`src/rtl/bank_interleave_sequencer.sv`:
```
// DDR4 bank-interleave command sequencer: opens every bank of one rank in a chosen order,
// optionally issues RD/WR to each open bank, precharges them, and reports completion.
module bank_interleave_sequencer #(
    parameter int RANKS     = 1,
    parameter int BGWIDTH   = 2,
    parameter int BAWIDTH   = 2,
    parameter int ADDRWIDTH = 17,
    parameter int COLWIDTH  = 10,
    parameter int TRRD_S    = 2,
    parameter int TRRD_L    = 4,
    parameter int TRCD      = 8,
    parameter int TCCD      = 4,
    parameter int TCAS2PRE  = 6,
    parameter int TRP       = 8,
    localparam int RW       = (RANKS > 1) ? $clog2(RANKS) : 1
) (
    input  logic                 ck_t,
    input  logic                 reset,
    input  logic                 start,
    input  logic                 abort,
    input  logic [1:0]           mode,
    input  logic [1:0]           op,
    input  logic [RW-1:0]        rank,
    input  logic [ADDRWIDTH-1:0] row,
    input  logic [COLWIDTH-1:0]  col,
    input  logic [BGWIDTH-1:0]   sel_bg,
    input  logic [BAWIDTH-1:0]   sel_ba,
    output logic [RANKS-1:0]     cs_n,
    output logic                 act_n,
    output logic [ADDRWIDTH-1:0] A,
    output logic [BGWIDTH-1:0]   bg,
    output logic [BAWIDTH-1:0]   ba,
    output logic                 rd_strobe,
    output logic                 wr_strobe,
    output logic                 busy,
    output logic                 done,
    output logic                 aborted
);
    localparam int KW   = BGWIDTH + BAWIDTH;
    localparam int MX1  = (TRRD_S > TRRD_L) ? TRRD_S : TRRD_L;
    localparam int MX2  = (TRCD > TCCD) ? TRCD : TCCD;
    localparam int MX3  = (TCAS2PRE > TRP) ? TCAS2PRE : TRP;
    localparam int MX12 = (MX1 > MX2) ? MX1 : MX2;
    localparam int MAXT = (MX12 > MX3) ? MX12 : MX3;
    // +1 headroom: the abort path waits TRP+1 cycles after PREA
    localparam int GW   = $clog2(MAXT + 2);

    typedef enum logic [2:0] {S_IDLE, S_ACT, S_CAS, S_PRE, S_PREA, S_WAIT_TRP, S_DONE} state_t;
    typedef enum logic [2:0] {C_NONE, C_ACT, C_CAS, C_PRE, C_PREA} cmd_t;

    state_t               state_reg, state_next;
    cmd_t                 cmd;
    logic [KW-1:0]        k_reg, k_next, last_k, map_cur, map_nxt;
    logic [GW-1:0]        gap_reg, gap_next;
    logic [RW-1:0]        rank_reg, rank_next;
    logic [ADDRWIDTH-1:0] row_reg, row_next, a_reg, a_next;
    logic [COLWIDTH-1:0]  col_reg, col_next;
    logic [1:0]           mode_reg, mode_next, op_reg, op_next;
    logic [BGWIDTH-1:0]   sbg_reg, sbg_next, bg_reg, bg_next;
    logic [BAWIDTH-1:0]   sba_reg, sba_next, ba_reg, ba_next;
    logic [RANKS-1:0]     cs_n_reg, cs_n_next;
    logic                 abrt_reg, abrt_next;
    logic                 act_n_reg, act_n_next, rd_reg, rd_next, wr_reg, wr_next;
    logic                 busy_reg, busy_next, done_reg, done_next, aborted_reg, aborted_next;

    // Packed {bg, ba} for bank index k under the given interleave mode
    function automatic logic [KW-1:0] map_bank(input logic [KW-1:0] k, input logic [1:0] m,
                                               input logic [BGWIDTH-1:0] sbg,
                                               input logic [BAWIDTH-1:0] sba);
        case (m)
            2'd1:    map_bank = {k[BGWIDTH-1:0], k[KW-1:BGWIDTH]};
            2'd2:    map_bank = {sbg, sba};
            default: map_bank = k;
        endcase
    endfunction

    always_comb begin
        state_next   = state_reg;
        k_next       = k_reg;
        gap_next     = gap_reg;
        abrt_next    = abrt_reg;
        rank_next    = rank_reg;
        row_next     = row_reg;
        col_next     = col_reg;
        mode_next    = mode_reg;
        op_next      = op_reg;
        sbg_next     = sbg_reg;
        sba_next     = sba_reg;
        cmd          = C_NONE;
        done_next    = 1'b0;
        aborted_next = 1'b0;
        busy_next    = busy_reg;

        if (state_reg == S_IDLE && start) begin
            rank_next = rank;
            row_next  = row;
            col_next  = col;
            mode_next = (mode == 2'd3) ? 2'd0 : mode;
            op_next   = (op == 2'd3) ? 2'd0 : op;
            sbg_next  = sel_bg;
            sba_next  = sel_ba;
            abrt_next = 1'b0;
        end
        last_k = (mode_next == 2'd2) ? '0 : '1;

        case (state_reg)
            S_IDLE: begin
                // The first ACT leaves on the same edge, so a later abort always follows an ACT
                if (start) begin
                    cmd        = C_ACT;
                    k_next     = '0;
                    state_next = S_ACT;
                    busy_next  = 1'b1;
                end
            end
            S_ACT, S_CAS, S_PRE: begin
                if (abort) begin
                    cmd        = C_PREA;
                    state_next = S_PREA;
                end else if (gap_reg == GW'(1)) begin
                    if (state_reg == S_ACT && k_reg == last_k) begin
                        if (op_reg == 2'd0) begin
                            state_next = S_DONE;
                            done_next  = 1'b1;
                            busy_next  = 1'b0;
                        end else begin
                            cmd        = C_CAS;
                            k_next     = '0;
                            state_next = S_CAS;
                        end
                    end else if (state_reg == S_CAS && k_reg == last_k) begin
                        cmd        = C_PRE;
                        k_next     = '0;
                        state_next = S_PRE;
                    end else begin
                        cmd    = (state_reg == S_ACT) ? C_ACT : (state_reg == S_CAS) ? C_CAS : C_PRE;
                        k_next = k_reg + KW'(1);
                    end
                end else begin
                    gap_next = gap_reg - GW'(1);
                end
            end
            S_PREA, S_WAIT_TRP: begin
                state_next = S_WAIT_TRP;
                if (gap_reg == GW'(1)) begin
                    state_next   = S_DONE;
                    done_next    = 1'b1;
                    aborted_next = abrt_reg;
                    busy_next    = 1'b0;
                end else begin
                    gap_next = gap_reg - GW'(1);
                end
            end
            default: state_next = S_IDLE;
        endcase

        map_cur = map_bank(k_next, mode_next, sbg_next, sba_next);
        map_nxt = map_bank(k_next + KW'(1), mode_next, sbg_next, sba_next);

        case (cmd)
            C_ACT: begin
                if (k_next == last_k)
                    gap_next = (op_next == 2'd0) ? GW'(1) : GW'(TRCD);
                else if (map_cur[KW-1:BAWIDTH] == map_nxt[KW-1:BAWIDTH])
                    gap_next = GW'(TRRD_L);
                else
                    gap_next = GW'(TRRD_S);
            end
            C_CAS: gap_next = (k_next == last_k) ? GW'(TCAS2PRE) : GW'(TCCD);
            C_PRE: begin
                if (k_next == last_k) begin
                    gap_next   = GW'(TRP);
                    state_next = S_WAIT_TRP;
                end else begin
                    gap_next = GW'(1);
                end
            end
            C_PREA: begin
                gap_next  = GW'(TRP + 1);
                abrt_next = 1'b1;
            end
            default: ;
        endcase

        cs_n_next  = '1;
        act_n_next = 1'b1;
        a_next     = '0;
        bg_next    = bg_reg;
        ba_next    = ba_reg;
        rd_next    = 1'b0;
        wr_next    = 1'b0;
        if (cmd != C_NONE) begin
            for (int i = 0; i < RANKS; i++)
                cs_n_next[i] = (rank_next != RW'(i));
        end
        if (cmd == C_ACT || cmd == C_CAS || cmd == C_PRE)
            {bg_next, ba_next} = map_cur;
        case (cmd)
            C_ACT: begin
                act_n_next = 1'b0;
                a_next     = row_next;
            end
            C_CAS: begin
                a_next[COLWIDTH-1:0] = col_next;
                a_next[10]           = 1'b0;
                a_next[16]           = 1'b1;
                a_next[14]           = (op_next == 2'd1);
                rd_next              = (op_next == 2'd1);
                wr_next              = (op_next == 2'd2);
            end
            C_PRE:  a_next[15] = 1'b1;
            C_PREA: begin
                a_next[15] = 1'b1;
                a_next[10] = 1'b1;
            end
            default: ;
        endcase
        if (state_next == S_DONE) begin
            bg_next = '0;
            ba_next = '0;
        end
    end

    always_ff @(posedge ck_t or posedge reset) begin
        if (reset) begin
            state_reg   <= S_IDLE;
            k_reg       <= '0;
            gap_reg     <= '0;
            abrt_reg    <= 1'b0;
            rank_reg    <= '0;
            row_reg     <= '0;
            col_reg     <= '0;
            mode_reg    <= '0;
            op_reg      <= '0;
            sbg_reg     <= '0;
            sba_reg     <= '0;
            cs_n_reg    <= '1;
            act_n_reg   <= 1'b1;
            a_reg       <= '0;
            bg_reg      <= '0;
            ba_reg      <= '0;
            rd_reg      <= 1'b0;
            wr_reg      <= 1'b0;
            busy_reg    <= 1'b0;
            done_reg    <= 1'b0;
            aborted_reg <= 1'b0;
        end else begin
            state_reg   <= state_next;
            k_reg       <= k_next;
            gap_reg     <= gap_next;
            abrt_reg    <= abrt_next;
            rank_reg    <= rank_next;
            row_reg     <= row_next;
            col_reg     <= col_next;
            mode_reg    <= mode_next;
            op_reg      <= op_next;
            sbg_reg     <= sbg_next;
            sba_reg     <= sba_next;
            cs_n_reg    <= cs_n_next;
            act_n_reg   <= act_n_next;
            a_reg       <= a_next;
            bg_reg      <= bg_next;
            ba_reg      <= ba_next;
            rd_reg      <= rd_next;
            wr_reg      <= wr_next;
            busy_reg    <= busy_next;
            done_reg    <= done_next;
            aborted_reg <= aborted_next;
        end
    end

    assign cs_n      = cs_n_reg;
    assign act_n     = act_n_reg;
    assign A         = a_reg;
    assign bg        = bg_reg;
    assign ba        = ba_reg;
    assign rd_strobe = rd_reg;
    assign wr_strobe = wr_reg;
    assign busy      = busy_reg;
    assign done      = done_reg;
    assign aborted   = aborted_reg;
endmodule

```
`config.mk`:
```
export PLATFORM = sky130hd
export DESIGN_NAME = bank_interleave_sequencer
export DESIGN_NICKNAME = d
export VERILOG_FILES = /design/src/rtl/bank_interleave_sequencer.sv
export SDC_FILE = /design/constraint.sdc
export NUM_CORES = 1
export LEC_CHECK = 0
export ABC_AREA = 1
export ABC_CLOCK_PERIOD_IN_PS = 6800
export BUFFER_PORTS_ARGS = -buffer_cell sky130_fd_sc_hd__buf_2
export CAP_MARGIN = 20
export CORE_ASPECT_RATIO = 1.75
export CORE_MARGIN = 1.5
export CORE_UTILIZATION = 60
export DETAILED_ROUTE_END_ITERATION = 16
export HOLD_SLACK_MARGIN = 0.06
export PLACE_DENSITY = 0.85
export SYNTH_ARGS = -nofsm -noshare
export SYNTH_HDL_FRONTEND = slang
export SYNTH_SLANG_ARGS = --single-unit
export TNS_END_PERCENT = 100
```
`constraint.sdc`:
```
create_clock -name ck_t -period 6.8 [get_ports ck_t]
set_clock_uncertainty 0.15 [all_clocks]
set_input_delay 0 -clock ck_t [delete_from_list [all_inputs] [get_ports ck_t]]
set_output_delay 0 -clock ck_t [all_outputs]
set_load 0.05 [all_outputs]
```
==> impl_summary.md, run 1 <==
Outcome
The run finished with clean final reports.

Min path
The start point of the worst min-delay path is start. The cell count of the worst hold path is 6. The endpoint with the worst hold slack is k_reg[2]. The tightest min-delay check is of the input pin to register type.

Placed design
The count of buffers inserted at the top-level ports is 67. At the end of routability-driven placement, the weighted congestion stood at a little over 0.9. Before CTS, the worst setup slack after placement is about 2.8 ns. The HPWL reported at the end of detailed placement is around 6200 um.

Clock network
Clock-pin slew was measured on the worst setup and hold paths at around 0.080 ns. The deepest level of the CTS H-tree is 3. The CTS buffer count is 9. TritonCTS built the clock tree. The number of post-CTS setup repair buffers is 0. At the later pin of the worst-skew pair, clock insertion delay measures 0.36 ns. The cell sitting at the root of the clock tree is a clkbuf_8.

The count of clock tree sinks is 76. The maximum number of buffers from clock root to sink is 2. Post-CTS repair changed the size of 0 cells. The quantity of hold-fixing buffers added after cts is 40.

Logic synthesis
The Yosys warning count is 0. The most used flip-flop cell after synthesis is dfrtp_1. After synthesis, the mean cell area works out to 8.37 um2. The fraction of the yosys area taken by sequential cells is 0.521. By area the synthesized netlist is led by dfrtp_1 (51%), nand2_1 (16%), inv_1 (4.2%). Summed over all instances, the cell type with the most area after synthesis is dfrtp_1. In this run, synthesis produced a sequential element count of 76. The fraction of synthesized cell area taken by the top area cell type is 0.507. The number of nets handed over by synthesis was 483.

The synthesized netlist contains 40 unique library cells. After synthesis the cells add up to 3660 um2. The number of flops mapped to enable cells by yosys is 0. In the synthesized netlist, the number of instances is around 440. In the synthesized netlist the async set-or-reset flop fraction comes to 1.00.

Power and ir drop
The total design power is about 1900 uW. The maximum resistive drop on vdd is 0.000345 V. The reported leakage power is 0.00250 uW. The total power per unit cell area is 405 nW/um2.

Critical path
The slowest cell on the critical path is nor2_1. In this run the critical register-to-register path is launched from state_reg[1]. Along the worst path, the maximum fanout reaches 39.

Broken down by cell family, the worst path's largest delay share belongs to simple AND/OR/NAND/NOR gates. Walking the worst path, the cells encountered are nor2_2 > nand3_1 > inv_1 > buf_4 > nand3_1 > dlygate4sd3_1 > o21ai_0 > ha_1 > inv_2 > nor2_1 > nand3_1 > nand2_4 > nand2_2 > nand2_1 > nand2_1 > nor2_2 > inv_1 > nor2_1 > inv_1 > nor3_2 > a21o_1. The register-to-register path setup slack is 2.16 ns. STA classifies the critical path startpoint as a register. Counting both buffers and inverters, the worst setup path holds a total of 6. The cell count of the worst reg-to-reg path is 21. The type of destination of the critical path is a register.

The number of logic stages on the critical path including buffering is 21. The worst setup path is of the register to register kind. Data on the critical path arrives at its endpoint at 4.78 ns. For the worst setup path, the data required time is slightly below 7 ns.

The worst flop-to-flop path endpoint is A[14]. The biggest cell delay along the critical path is 0.72 ns.

Layout
The final layout contains 594 nets. For this run, the share of the core covered by cells in the final layout is 0.795. The area growth from synthesis to final layout is 27.9%.

Of the cells placed in the final design, the portion with a size suffix greater than 1 is 0.233. The filler cell count is 397.

Detailed routing
The count of unresolved DRC violations after routing is 0. The number of search-and-repair iterations in the first detailed-routing pass is 4. The first routing iteration left 234 violations.

After detailed routing, the number of vias per cell comes to 5.37. The routed layout has 3,395 vias. Summed over all layers, the routed wires come to 9870 um. The number of nets with antenna violations after routing is 0. After detailed routing, the average wire length per cell comes to about 16 um.

Flow run
The max-capacitance violation count is 0.

Timing
The relative max-transition margin is 0.366. Setup violations remaining at the end of the flow were counted as 0. Setup slack closes at about 2.2 ns. The smallest clock period supported by the final layout is computed as 4.64 ns. In the finished design, the share of the clock period the worst path needs comes to 0.682. Hold is met by 0.128 ns. Setup repair after global routing left no endpoint under its margin. For the final routed database, the setup TNS stands at 0 ns. The final count of pins violating max slew is 0. The highest attainable clock frequency is 215 MHz. The final hold violation count is 0. For the pin with the worst max-slew slack, the measured transition is between 0.9 and 1 ns.

GRT
The wire length of the first global-routing pass is around 15,000 um. The residual overflow from global routing is 0. The met1 routing resource usage after global routing is 0.346.

The number of global-route vias before repair is around 3.4k. The global-route met2 utilization is 0.551. The global routing usage summed across all routing layers is 0.325. The initial antenna violation count is 1. met2 is the most crowded layer. The met3 global-route usage is 0.0791.

The pin count of the biggest net entering global routing is 77.

Floorplan
The top-level port count is 68. The standard cell core area is 5880 um2. The initial cell density of the core is 0.622.

The vertical die dimension is about 110 um. The site row count is 37. The die width is slightly above 60 um. The area of the die is 6590 um2.
-- cells in the final DEF, fill, tap and decap left out, types with 3 or more instances in the layout --
master,instances
nand2_1,160
dfrtp_1,74
buf_2,67
inv_1,40
dlygate4sd3_1,40
nand3_1,23
nor2_1,22
o21ai_0,13
a21oi_1,13
clkbuf_8,11
inv_2,10
a22o_1,10
nor2_2,9
nand2_2,9
ha_1,6
nand4_1,4
o21ai_1,4
nand3_2,3
xor2_1,3
buf_4,3
-- where the power goes --
group          internal [uW]  switching (uW)
Combinational            270             587
Clock                    190             163
Sequential               609            71.8
-- worst max-delay path by stage --
| stage | startpoint | endpoint |
|---|---|---|
| after floorplan | state_reg[1] | gap_reg[1] |
| after global placement | state_reg[1] | A[14] |
| after detailed placement | state_reg[1] | A[14] |
| after CTS | state_reg[1] | A[14] |
| after global routing | state_reg[1] | A[14] |
| final | state_reg[1] | A[14] |
-- per-layer routing --
metal,vias up,share of wire
li1,1609,-
met1,1607,0.35
met2,137,0.54
met3,42,0.052
met4,0,0.052
met5,-,0
-- worst register-to-register path, cell delays in order (launching register included) --
cell	delay (ns)
dfrtp_1	0.47
nor2_2	0.18
nand3_1	0.12
inv_1	0.08
buf_4	0.35
nand3_1	0.13
dlygate4sd3_1	0.57
o21ai_0	0.14
ha_1	0.36
inv_2	0.07
nor2_1	0.09
nand3_1	0.12
nand2_4	0.12
nand2_2	0.07
nand2_1	0.07
nand2_1	0.06
nor2_2	0.13
inv_1	0.09
nor2_1	0.72
inv_1	0.20
nor3_2	0.19
a21o_1	0.11
-- area by class of cell --
cell class / instances / area [um2] / share of cell area
Antenna cell: 1 / 2.50 / 0.000535
Inverter: 51 / 191 / 0.0410
Tap cell: 78 / 97.6 / 0.0209
Timing Repair Buffer: 110 / 758 / 0.162
Multi-Input combinational cell: 300 / 1520 / 0.324
Clock inverter: 3 / 45.0 / 0.00964
Sequential cell: 76 / 1900 / 0.407
Clock buffer: 13 / 159 / 0.0340
-- stage by stage --
step,instances,instance area (um2)
detailed placement,575,4070
global route,632,4670
global placement,575,4070
floorplan,437,3660
CTS,631,4670
finish,632,4670
-- cell usage after synthesis, types with 2 or more instances --
master and count:
nand2_1 160, dfrtp_1 74, inv_1 41, nand3_1 23, nor2_1 22, a21oi_1 13, o21ai_0 13, a22o_1 10
inv_2 9, nand2_2 9, nor2_2 9, clkbuf_1 6, ha_1 6, nand4_1 4, o21ai_1 4, nand3_2 3
xor2_1 3, buf_2 2, dfstp_2 2, nor3_2 2, o211ai_1 2, o22ai_1 2
-- kinds of logic (layout without fill, tap and decap cells) --
kind of cell	count (synthesis)	after routing	share of synthesized area
adder cells (fa/ha/maj)	6	6	0.0205
AO/OA/AOI/OAI	51	51	0.0934
XOR/XNOR	3	3	0.00719
other	0	1	0
buffers and inverters	61	177	0.0643
AND/OR/NAND/NOR	240	240	0.294
flip-flops	76	76	0.521
Note: power is estimated with default switching activity, not from simulation.
==> run 2, diff against run 1 <==
- ABC_CLOCK_PERIOD_IN_PS: 6800 -> 4550
- CORE_UTILIZATION: 60 -> 55
- PLACE_DENSITY: 0.85 -> 0.79
- clock period: 6.8 -> 4.55 ns (I/O delays scaled with it)
==> run 2 against run 1 <==
  * Global-route usage down 2.9 points
  * Critical path type unchanged
  * Cell area up 2.9%
  * Largest cell class unchanged
  * Hold slack better by 0.064 ns
  * Flip-flop and latch count unchanged
  * Die area up 8.7%
  * Largest power group unchanged
==> impl_summary.md, run 2 (synthesis results as in run 1) <==
Floorplan
The die width is 64.6 um (was 62.0 um). The area of the die is 7160 um2 (was 6590 um2). The top-level port count is 68 (unchanged). The standard cell core area is 6490 um2 (was 5880 um2). The vertical die dimension is 111 um (was 106 um). The site row count is 39 (was 37). The initial cell density of the core is 0.563 (was 0.622).

Clock network
The CTS buffer count is 9 (unchanged). The deepest level of the CTS H-tree is 3 (unchanged). The maximum number of buffers from clock root to sink is 2 (unchanged). The clock latency on the worst-skew pair is 0.33 ns (was 0.36 ns). The clock transition at the register clock pins on the worst setup and hold paths after CTS is 0.06 ns (was 0.08 ns). The number of post-CTS setup repair buffers is 0 (unchanged). The count of clock tree sinks is 76 (unchanged). The TritonCTS clock tree was done (unchanged).

The library cell used as clock root buffer is clkbuf_16 (was clkbuf_8).

Timing
The final count of pins violating max slew is 0 (unchanged). The final hold violation count is 0 (unchanged). The post-route fraction of the period consumed by the critical path came to 0.917 (was 0.682). The transition at the pin with the smallest max-transition slack is 0.919 ns (was 0.947 ns). The relative max-transition margin is 0.387 (was 0.366). Setup repair after global routing missed its margin: false (unchanged). The final-layout setup total negative slack is 0 ns (unchanged). The shortest period the worst path allows is 4.17 ns (was 4.64 ns). The highest attainable clock frequency is 240 MHz (was 215 MHz). The final-report setup violation count is 0 (unchanged).

GRT
The residual overflow from global routing is 0 (unchanged). The global routing usage summed across all routing layers is 0.297 (was 0.325). The number of global-route vias before repair is 3,373 (was 3,369). The initial antenna violation count came to 0 (was 1). The wire length of the first global-routing pass is 16,000 um (was 15,400 um). The pin count of the biggest net entering global routing is 77 (unchanged).

Detailed routing
The routed length per placed instance is 15.4 um (was 15.6 um). The number of search-and-repair iterations in the first detailed-routing pass was 4 (unchanged). The met1 wire length is 3650 um (was 3500 um). The length of routed met2 wiring was 5510 um (was 5340 um). The detailed-routed wire length on met3 came to 298 um (was 513 um). The number of nets with antenna violations after routing was 0 (unchanged). The top layer used by detailed routing is met4 (unchanged). The total wire length was 9810 um (was 9870 um). The ratio of routed vias to standard cells was 5.20 (was 5.37).

The detailed router's first-iteration violation count was 190 (was 234). The number of vias after detailed routing is 3,309 (was 3,395). The count of unresolved DRC violations after routing is 0 (unchanged).

Placed design
The HPWL reported at the end of detailed placement was 6220 um (was 6160 um). The routability-driven placement congestion ratio is 0.917 (about the same). The placed instance area was 4080 um2 (was 4070 um2).

The count of buffers inserted at the top-level ports is 67 (unchanged).

Critical path
The maximum fanout count along the critical path was 6 (was 39). The data arrival at the endpoint of the critical path came to 4.24 ns (was 4.78 ns). The launching element type of the critical path is a register (unchanged). The critical path class is register to register (unchanged). The data required time at the worst endpoint is 4.61 ns (was 6.94 ns). The type of destination of the critical path was a register (unchanged).

The cell count of the worst reg-to-reg path is 27 (was 21).

Power and ir drop
The reported leakage power was 0.00257 uW (was 0.00250 uW). The maximum resistive drop on vdd is 0.000489 V (was 0.000345 V). The total power per unit cell area was 637 nW/um2 (was 405 nW/um2).

Layout
The cell area after layout is 4810 um2 (was 4670 um2). The diode insertion count for antenna repair is 0 (was 1). The area growth from synthesis to final layout is 31.6% (was 27.9%). The share of cells above drive strength 1 is 0.238 (was 0.233). The filler cell count is 471 (was 397). Leading cell types in the layout, fill and taps excluded: nand2_1 (160), dfrtp_1 (74), buf_2 (67) (unchanged).

The net total in the final layout is 595 (was 594). The leading cell type in the layout, fill and taps excluded is nand2_1 (unchanged).

Flow run
The max-capacitance violation count came to 0 (unchanged).

Outcome
Result of the run: complete, no violations (unchanged).

Min path
The cell count of the worst hold path is 6 (unchanged). The class of the most critical hold timing path was input pin to register (unchanged).
## run 2: cell types whose count changed in the layout (fill, tap and decap cells not counted), sizes merged
cell / delta
buf: +1
bufinv: +1
clkbuf: -1
clkinv: +1
clkinvlp: -1
diode: -1
## run 2: timing repair
item / 4_1_cts / 5_1_grt
endpoints found under the setup margin: 0 / 1
gates resized for setup: 0 / 1
hold endpoints to repair: 133 / 0
hold buffers: 40 / 0
## run 2: final timing paths
path | to | from | slack [ns]
worst max-delay path | gap_reg[1] | state_reg[1] | 0.38
worst min-delay path | k_reg[3] | start | 0.19
worst max register to register | gap_reg[1] | state_reg[1] | 0.38
worst min register to register | row_reg[16] | row_reg[16] | 0.32
max in group asynchronous | row_reg[13] | reset | 3.28
min in group asynchronous | row_reg[4] | reset | 0.37
## run 2: worst max-delay path, cell delays in order, from the launching register on
cell and delay, ns:
dfrtp_1 0.46, nor2_2 0.18, nand3_1 0.18, inv_1 0.17, nand3_1 0.09, dlygate4sd3_1 0.57
o21ai_0 0.16, ha_2 0.35, inv_2 0.06, nor2_1 0.08, nand3_1 0.11, nand2_4 0.12
nand3_4 0.11, nand2_1 0.11, nand2_1 0.05, nand2_1 0.07, nand2_2 0.07, nand2_2 0.14
ha_1 0.19, inv_1 0.04, nand2_1 0.06, nand3_1 0.09, nand2_1 0.08, nand2_1 0.05
nand2_1 0.10, nand3_1 0.08, nand2_1 0.06, nand3b_1 0.06
## run 2: metrics by stage
step	total power (uW)	setup WS [ns]	util	cells	hold WS, ns
floorplan	1940	1.00	-	437	-0.0253
global placement	2200	1.06	0.629	580	0.0667
detailed placement	2230	0.967	0.629	580	0.0789
CTS	3060	0.411	0.741	636	0.162
global route	3270	0.0478	0.741	636	0.235
finish	3070	0.376	0.741	636	0.192
## run 2: report_power, final
group	leakage (uW)	switching, uW	internal (uW)
clock	0.000159	265	509
combinational	0.00143	868	404
sequential	0.000974	107	912
total	0.00257	1240	1820
## run 2: area by class of cell
cell class                      instances  area, um2  area share
Timing Repair Buffer                  111        766       0.159
Inverter                               51        191      0.0398
Clock inverter                          4       72.6      0.0151
Multi-Input combinational cell        300       1520       0.316
Sequential cell                        76       1900       0.396
Tap cell                               82        103      0.0213
Clock buffer                           12        256      0.0533
## run 2: per-layer routing
metal / track usage / vias to the layer above
li1: - / 1604
met1: 0.315 / 1593
met2: 0.558 / 88
met3: 0.0508 / 24
met4: 0.122 / 0
met5: 0 / -
